`src/rtl/mul_share_arbiter_if.sv`:
```
// Bundle of requester, shared-multiplier and result-channel signals for mul_share_arbiter.
// Result channel: a result transfers on every rising edge where res_valid && res_ready; once raised, res_valid/res_id/res_data hold until that edge.
interface mul_share_arbiter_if #(
  parameter int N    = 4,
  parameter int NREQ = 4,
  parameter int IDW  = 2
);
  logic [NREQ-1:0]   req;
  logic [NREQ*N-1:0] op_a;
  logic [NREQ*N-1:0] op_b;
  logic [NREQ-1:0]   gnt;
  logic [N-1:0]      mul_a;
  logic [N-1:0]      mul_b;
  logic [2*N-1:0]    mul_y;
  logic              res_valid;
  logic [IDW-1:0]    res_id;
  logic [2*N-1:0]    res_data;
  logic              res_ready;
  logic              busy;

  // Arbiter side
  modport slave (
    input  req, op_a, op_b, mul_y, res_ready,
    output gnt, mul_a, mul_b, res_valid, res_id, res_data, busy
  );

  // Environment side: requesters, multiplier and result consumer
  modport master (
    output req, op_a, op_b, mul_y, res_ready,
    input  gnt, mul_a, mul_b, res_valid, res_id, res_data, busy
  );
endinterface

```
`src/rtl/mul_share_arbiter.sv`:
```
// Round-robin arbiter sharing one combinational signed multiplier among NREQ requesters;
// operands are registered onto the multiplier, held SETTLE cycles, and the product is returned on a valid/ready channel.
module mul_share_arbiter #(
  parameter int N      = 4,
  parameter int NREQ   = 4,
  parameter int SETTLE = 2,
  parameter int IDW    = 2
) (
  input  logic                   clk,
  input  logic                   rst_n,
  mul_share_arbiter_if.slave     bus,
  output logic [1:0]             state_o
);

  localparam logic [1:0] S_IDLE = 2'd0;
  localparam logic [1:0] S_WAIT = 2'd1;
  localparam logic [1:0] S_DONE = 2'd2;

  logic [1:0]     state_q, state_d;
  logic [IDW-1:0] rr_q, rr_d;
  logic [3:0]     cnt_q, cnt_d;
  logic [N-1:0]   mul_a_q, mul_a_d;
  logic [N-1:0]   mul_b_q, mul_b_d;
  logic           res_valid_q, res_valid_d;
  logic [IDW-1:0] res_id_q, res_id_d;
  logic [2*N-1:0] res_data_q, res_data_d;

  logic [N-1:0]   a_slice [NREQ];
  logic [N-1:0]   b_slice [NREQ];
  logic           pick_found;
  logic [IDW-1:0] pick_idx;
  logic [IDW-1:0] scan_idx;
  int             scan_i;

  for (genvar g = 0; g < NREQ; g++) begin : g_slice
    assign a_slice[g] = bus.op_a[g*N +: N];
    assign b_slice[g] = bus.op_b[g*N +: N];
  end

  // First requester at or above the round-robin pointer, wrapping at NREQ
  always_comb begin
    pick_found = 1'b0;
    pick_idx   = '0;
    scan_i     = 0;
    scan_idx   = '0;
    for (int k = 0; k < NREQ; k++) begin
      scan_i = int'(rr_q) + k;
      if (scan_i >= NREQ) scan_i = scan_i - NREQ;
      scan_idx = IDW'(scan_i);
      if (!pick_found && bus.req[scan_idx]) begin
        pick_found = 1'b1;
        pick_idx   = scan_idx;
      end
    end
  end

  always_comb begin
    bus.gnt = '0;
    if (state_q == S_IDLE && pick_found) bus.gnt[pick_idx] = 1'b1;
  end

  always_comb begin
    state_d     = state_q;
    rr_d        = rr_q;
    cnt_d       = cnt_q;
    mul_a_d     = mul_a_q;
    mul_b_d     = mul_b_q;
    res_valid_d = res_valid_q;
    res_id_d    = res_id_q;
    res_data_d  = res_data_q;
    case (state_q)
      S_IDLE: begin
        if (pick_found) begin
          mul_a_d  = a_slice[pick_idx];
          mul_b_d  = b_slice[pick_idx];
          res_id_d = pick_idx;
          cnt_d    = 4'(SETTLE - 1);
          rr_d     = (pick_idx == IDW'(NREQ - 1)) ? '0 : pick_idx + 1'b1;
          state_d  = S_WAIT;
        end
      end
      S_WAIT: begin
        // Counter starts at SETTLE-1, so the product is sampled on the SETTLE-th WAIT cycle
        if (cnt_q == 4'd0) begin
          res_data_d  = bus.mul_y;
          res_valid_d = 1'b1;
          state_d     = S_DONE;
        end else begin
          cnt_d = cnt_q - 4'd1;
        end
      end
      S_DONE: begin
        if (res_valid_q && bus.res_ready) begin
          res_valid_d = 1'b0;
          state_d     = S_IDLE;
        end
      end
      default: state_d = S_IDLE;
    endcase
  end

  always_ff @(posedge clk or negedge rst_n) begin
    if (!rst_n) begin
      state_q     <= S_IDLE;
      rr_q        <= '0;
      cnt_q       <= '0;
      mul_a_q     <= '0;
      mul_b_q     <= '0;
      res_valid_q <= 1'b0;
      res_id_q    <= '0;
      res_data_q  <= '0;
    end else begin
      state_q     <= state_d;
      rr_q        <= rr_d;
      cnt_q       <= cnt_d;
      mul_a_q     <= mul_a_d;
      mul_b_q     <= mul_b_d;
      res_valid_q <= res_valid_d;
      res_id_q    <= res_id_d;
      res_data_q  <= res_data_d;
    end
  end

  assign bus.mul_a     = mul_a_q;
  assign bus.mul_b     = mul_b_q;
  assign bus.res_valid = res_valid_q;
  assign bus.res_id    = res_id_q;
  assign bus.res_data  = res_data_q;
  assign bus.busy      = (state_q != S_IDLE);
  assign state_o       = state_q;

endmodule
```
`src/flat_wrapper.sv`:
```
// flat-port wrapper written by rule: the top's interface ports become plain ports
module mul_share_arbiter_flat 
#(
  parameter int N      = 4,
  parameter int NREQ   = 4,
  parameter int SETTLE = 2,
  parameter int IDW    = 2
)
  (clk, rst_n, state_o, bus_req, bus_op_a, bus_op_b, bus_mul_y, bus_res_ready, bus_gnt, bus_mul_a, bus_mul_b, bus_res_valid, bus_res_id, bus_res_data, bus_busy);
  mul_share_arbiter_if #(.N(N), .NREQ(NREQ), .IDW(IDW)) bus_i ();
  input  logic clk;
  input  logic rst_n;
  output logic [1:0] state_o;
  input wire logic [$bits(bus_i.req)-1:0] bus_req;
  input wire logic [$bits(bus_i.op_a)-1:0] bus_op_a;
  input wire logic [$bits(bus_i.op_b)-1:0] bus_op_b;
  input wire logic [$bits(bus_i.mul_y)-1:0] bus_mul_y;
  input wire logic [$bits(bus_i.res_ready)-1:0] bus_res_ready;
  output wire logic [$bits(bus_i.gnt)-1:0] bus_gnt;
  output wire logic [$bits(bus_i.mul_a)-1:0] bus_mul_a;
  output wire logic [$bits(bus_i.mul_b)-1:0] bus_mul_b;
  output wire logic [$bits(bus_i.res_valid)-1:0] bus_res_valid;
  output wire logic [$bits(bus_i.res_id)-1:0] bus_res_id;
  output wire logic [$bits(bus_i.res_data)-1:0] bus_res_data;
  output wire logic [$bits(bus_i.busy)-1:0] bus_busy;
  assign bus_i.req = bus_req;
  assign bus_i.op_a = bus_op_a;
  assign bus_i.op_b = bus_op_b;
  assign bus_i.mul_y = bus_mul_y;
  assign bus_i.res_ready = bus_res_ready;
  assign bus_gnt = bus_i.gnt;
  assign bus_mul_a = bus_i.mul_a;
  assign bus_mul_b = bus_i.mul_b;
  assign bus_res_valid = bus_i.res_valid;
  assign bus_res_id = bus_i.res_id;
  assign bus_res_data = bus_i.res_data;
  assign bus_busy = bus_i.busy;
  mul_share_arbiter #(.N(N), .NREQ(NREQ), .SETTLE(SETTLE), .IDW(IDW)) u_core (.clk(clk), .rst_n(rst_n), .bus(bus_i), .state_o(state_o));
endmodule
```
`config.mk`:
```
export PLATFORM = sky130hd
export DESIGN_NAME = mul_share_arbiter_flat
export DESIGN_NICKNAME = d
export VERILOG_FILES = /design/src/rtl/mul_share_arbiter_if.sv /design/src/rtl/mul_share_arbiter.sv /design/src/flat_wrapper.sv
export SDC_FILE = /design/constraint.sdc
export NUM_CORES = 1
export LEC_CHECK = 0
export CORE_ASPECT_RATIO = 1.25
export CORE_MARGIN = 1
export CORE_UTILIZATION = 45
export DETAILED_ROUTE_END_ITERATION = 8
export PLACE_DENSITY = 0.81
export SLEW_MARGIN = 0
export SYNTH_ARGS = -nofsm -noshare
export SYNTH_HDL_FRONTEND = slang
export SYNTH_SLANG_ARGS = --single-unit
```
`constraint.sdc`:
```
create_clock -name clk -period 3.37 [get_ports clk]
set_input_delay 0.337 -clock clk [delete_from_list [all_inputs] [get_ports clk]]
set_output_delay 0.337 -clock clk [all_outputs]
set_load 0.01 [all_outputs]
```
* Word-level counts from Yosys, hierarchy flattened *
Cells that the tools add are included.

storage, ports and cells
  register bits after elaboration = 27
  input bits = 47
  output and inout bits = 26

cells by class
  multiplexer cells = 40
  equality and inequality tests = 7
  add/sub/neg operators = 9
  bitwise operators = 1
  reduce and logical (&&, ||, !) cells = 19
  magnitude comparators = 11

operators with widths
  cell                 number
  $mux 4               7
  $mux 2               12
  $bmux 4 s2           2
  $lt 2x3->1 const B   5
  $ge 3x3->1 const B   4
  $mux 1               11
  $reduce_and 3->1     3
  $bmux 1 s2           4
  $pmux 4 s2           1
  $sub 2x1->2 const B  4
  $add 2x2->3 const B  2
  $logic_and 1x1->1    6
  $ne 2x1->1 const B   3
  $pmux 2 s3           1
  $reduce_bool 2->1    3
  $eq 2x2->1 const B   2
  $logic_not 4->1      1
  $reduce_and 2->1     2
  $sub 4x1->4 const B  1
  $add 2x1->3 const B  1
  $ge 2x3->1 const B   1
  $logic_not 1->1      3
  $not 2->3            1
  $add 2x1->2 const B  1
  6 further kinds      6

* Depth between registers and ports, before layout *
  word-level depth = 19
  depth in mapped cells = 9

* Worst setup path after synthesis *
No wires, ideal clock.

  kind = reg-to-reg
  from = register u_core.state_q[1] (netlist: u_core.state_o[1])
  to = register u_core.cnt_q[3]
  library setup time = 0.120 ns
  arrival = 1.780 ns
  stages on the path, launching flop included = 9
  period minus slack after synthesis = 1.900 ns
  path slack = 1.470 ns
  required time = 3.250 ns
  cell sequence = dfrtp_1 inv_1 ha_1 nor4bb_1 clkbuf_1 a211oi_1 nand2_1 xor2_1 nor2_1

between the ends
  word-level cells in the longest chain between the ends = 3

RTL lines
  item                                                line                      RTL
  start, declared                                     mul_share_arbiter.sv:19   logic [1:0] state_q, state_d;
  start signal, assigned                              mul_share_arbiter.sv:113  state_q <= state_d;
  $eq 2x1->1 or $logic_not 2->1 (tied branches)       mul_share_arbiter.sv:71   case (state_q)
  $ne 2x2->1 (no line), or another cell as far along  n/a
  $reduce_and 3->1 (no line)                          n/a
  end signal, assigned                                mul_share_arbiter.sv:115  cnt_q <= cnt_d;
  end, declared                                       mul_share_arbiter.sv:21   logic [3:0] cnt_q, cnt_d;

Parallel ways exist; a longest one is shown, timed or not.
A chain may end at the register's enable or synchronous reset.

* Worst setup path after layout *
  from = input port bus_req[2]
  to = output port bus_gnt[2]

between the ends
  word-level cells in the longest chain between the ends = 17

RTL lines
  item                                                            line                     RTL
  start, declared                                                 flat_wrapper.sv:14       input wire logic [$bits(bus_i.req)-1:0] bus_req;
  $bmux 1 s2                                                      mul_share_arbiter.sv:50  if (!pick_found && bus.req[scan_idx]) begin
  $mux 1 (implied by the code)                                    mul_share_arbiter.sv:50
  $mux 1                                                          mul_share_arbiter.sv:50
  $logic_not 1->1                                                 mul_share_arbiter.sv:50
  $logic_and 1x1->1                                               mul_share_arbiter.sv:50
  $mux 1                                                          mul_share_arbiter.sv:50
  $logic_not 1->1                                                 mul_share_arbiter.sv:50
  $logic_and 1x1->1                                               mul_share_arbiter.sv:50
  $mux 1                                                          mul_share_arbiter.sv:50
  $logic_not 1->1                                                 mul_share_arbiter.sv:50
  $logic_and 1x1->1                                               mul_share_arbiter.sv:50
  $mux 2                                                          mul_share_arbiter.sv:50
  $lt 2x3->1 (implied by the code) or $ge 2x1->1 (tied branches)  mul_share_arbiter.sv:59  if (state_q == S_IDLE && pick_found) bus.gnt[pick_idx] = 1'b1;
  $logic_and 1x1->1 (implied by the code)                         mul_share_arbiter.sv:59
  $mux 1 (implied by the code)                                    mul_share_arbiter.sv:59
  $demux 1 s2                                                     n/a
  $mux 4 (*)                                                      mul_share_arbiter.sv:59
  end, declared                                                   flat_wrapper.sv:19       output wire logic [$bits(bus_i.gnt)-1:0] bus_gnt;

Mark *: on every way between the ends. The rest lies on a longest branch, timed or not. The select of a mux whose other input is x is not followed.

==> impl_metrics.toml <==
[status]
status = "finished with violations"
violations = "design-rule violations"

[critical_path]
cp.required_ns = 3.03
worstSetupEndpointType = "primary output"
worstReg2RegStart = "u_core.state_o[1]"
crit_type = "in -> out"
cp-start-kind = "input pin"
cp-startpoint = "bus_req[2]"
critPathMaxFanout = 9
critPathArrivalTime_ns = 2.55

[place]
pre_cts_slack_ns = 0.4850
place.detailed.hpwl_um = 3385
place.gp.congestion = 0.7734
portBuffers = 72
placedCellCount = 281

[synth]
synth_area_um2 = 1684
synthCells = 174
synth-compound-area-share_pct = 19.09
synth_seq_area_share_pct = 40.12
syn_avg_cell_area_um2 = 9.679
syn_nets = 227
synth_top_family_by_area = "simple AND/OR/NAND/NOR gates"
synth_edf_count = 0
synth_fa_ha_area_share_pct = 4.458
ys_types = 37
synthSimpleGateAreaFrac_pct = 24.15
synth_xor_area_share_pct = 1.040
yosysWarnings = 0
ys_ff_latch = 27
yosys-mux-area-fraction_pct = 6.018
yosys_most_used_dff = "dfrtp_1"
synth-async-reset-ratio_pct = 100.0

[timing]
fin_skew_ns = 0.001874
final-max-slew-violation-count = 0
setup_viol = 0
worstMarginPinSlew_ns = 0.6353
max_freq_mhz = 346.0
fin_crit_ns = 2.890
timing.final.ws_setup_ns = 0.4802
fin_crit_sh_pct = 85.75
grt_setup_unrepaired = "false"
max-slew-margin-rel_pct = 57.60
fin_tns_setup_ns = 0
hold_viol_final = 0

[cts]
post_cts_buffers = 0
htreeDepth = 1
clockRootBuffer = "clkbuf_8"
cts_buffers = 3
clkSinkCount = 27
clk_pin_slew_ns = 0.09
cts_buffer_depth = 2
clkLatencyLatePin_ns = 0.27
cts_tree = "done"
cts_resized = 0
hold_buffers = 0

[detailed_routing]
viasPerCell = 5.505
route.vias.total = 1569
drt-wirelength-per-cell_um = 14.96
first_pass_iters = 6
drcViolationCount = 8
first_iter_violations = 39
ant_nets = 0
wl_um = 4263

[die]
die_area_um2 = 3992
ioPinCount = 73
fp.dieH_um = 70.40
placementRows = 24
core-area_um2 = 3543
start_util_pct = 47.53
fp.dieW_um = 56.72

[pwr]
irDropWorstVdd_mv = 0.4264
p_leak_nw = 1.050
power_density_nw_per_um2 = 798.1
p_total_w = 0.001991

[layout]
final_nets = 300
fillers = 304
drive_above_1_share_pct = 13.01
final-instance-count-excl-fill = 285
area_delta_synth_final_pct = 48.14
antennaDiodeCount = 0

[global_routing]
grt_util_all_layers_pct = 22.23
antenna_found_initial = 0
grt_pass1_wl_um = 6989
grt_max_degree = 28
grt_pass1_vias = 1595
overflow = 0

[flow_run]
max-cap-violations = 0

[worst_hold_path]
hp-class = "in -> async"
## cell usage after synthesis (3+ instances only)
master	number	area share (%)
nor2_1	12	2.7
nor2b_1	11	4.1
o31ai_1	9	4.0
dfrtp_1	27	40
ha_1	6	4.5
clkbuf_1	5	1.1
and3_1	8	3.0
mux2_2	9	6.0
inv_1	8	1.8
nand3_1	9	2.7
nand2_1	18	4.0
a221oi_2	7	6.2
o21ai_0	13	3.9
buf_2	3	0.89
## final cells by class
| class | count | area [µm²] | area share [%] |
|---|---|---|---|
| Timing Repair Buffer | 78 | 765.7 | 30.69 |
| Multi-Input combinational cell | 129 | 928.4 | 37.21 |
| Clock buffer | 3 | 41.29 | 1.655 |
| Sequential cell | 27 | 675.6 | 27.08 |
| Clock inverter | 1 | 5.005 | 0.2006 |
| Inverter | 8 | 30.03 | 1.204 |
| Tap cell | 39 | 48.80 | 1.956 |
## report_power, final
group          total (W)  switching, W  internal, W
clock           0.000184      0.000102    0.0000827
sequential      0.000599      0.000115     0.000484
combinational    0.00121      0.000581     0.000627
## worst paths after layout
| path | to | slack [ns] | cells after the start |
|---|---|---|---|
| worst max-delay path | bus_gnt[2] | 0.48 | 7 |
| worst min-delay path | u_core.bus.res_data[5] | 0.43 | 2 |
| worst max register to register | u_core.cnt_q[3] | 1.45 | 7 |
| worst min register to register | u_core.bus.res_id[0] | 0.49 | 2 |
| max in group asynchronous | u_core.state_o[1] | 2.68 | 2 |
| min in group clk | u_core.bus.res_id[0] | 0.49 | 2 |
## sequential cells by signal, summed over array words and instances, names as in the netlist
name                  cells
u_core.bus.mul_a          4
u_core.bus.mul_b          4
u_core.bus.res_data       8
u_core.bus.res_id         2
u_core.bus.res_valid      1
u_core.cnt_q              4
u_core.rr_q               2
u_core.state_o            2
## metal layers
layer  vias up  part of all wire (%)  track usage [%]
met5         -                     0                0
met4         0                   1.1            8.333
met3         4                   5.5            3.519
met1       741                    40            25.15
li1        765                     -                -
met2        59                    53            41.01
## cell usage in the layout, fill, tap and decap left out, types with 2 or more instances in the layout
master	Yosys	routed
clkbuf_8	0	3
inv_1	8	8
and3_1	8	8
a21oi_1	2	2
nor3_1	2	2
buf_4	0	6
nand3_1	9	9
nor2_2	2	2
nor2b_1	11	11
nor2_1	12	12
nand2_1	18	18
ha_1	6	6
dfrtp_1	27	27
clkdlybuf4s50_1	0	72
o21ai_0	13	13
mux2_2	9	9
a221oi_2	7	7
xor2_1	2	2
o31ai_1	9	9
o21a_1	2	2
## cells by family (layout without fill, tap and decap cells)
kind of cell	Yosys count	in the layout
buffers and inverters	18	90
AO/OA/AOI/OAI	40	40
multiplexers	9	9
flip-flops	27	27
adder cells (fa/ha/maj)	6	6
XOR/XNOR	2	2
AND/OR/NAND/NOR	72	72
## critical path: stages
cell and delay (ns):
clkdlybuf4s50_1 0.50, nor2b_1 0.34, o21ai_0 0.16, o21a_1 0.29
a21o_1 0.25, nor2_1 0.11, clkdlybuf4s50_1 0.55
## through the flow
step                utilization, %  hold WS, ns  cell area, µm²
global route                 70.41       0.4676            2495
finish                       70.41       0.4280            2495
CTS                          70.41       0.4431            2495
global placement             69.10       0.4623            2449
detailed placement           69.10       0.4703            2449
floorplan                        -      0.04141            1684
No activity file was read; power rests on OpenSTA's default activity.
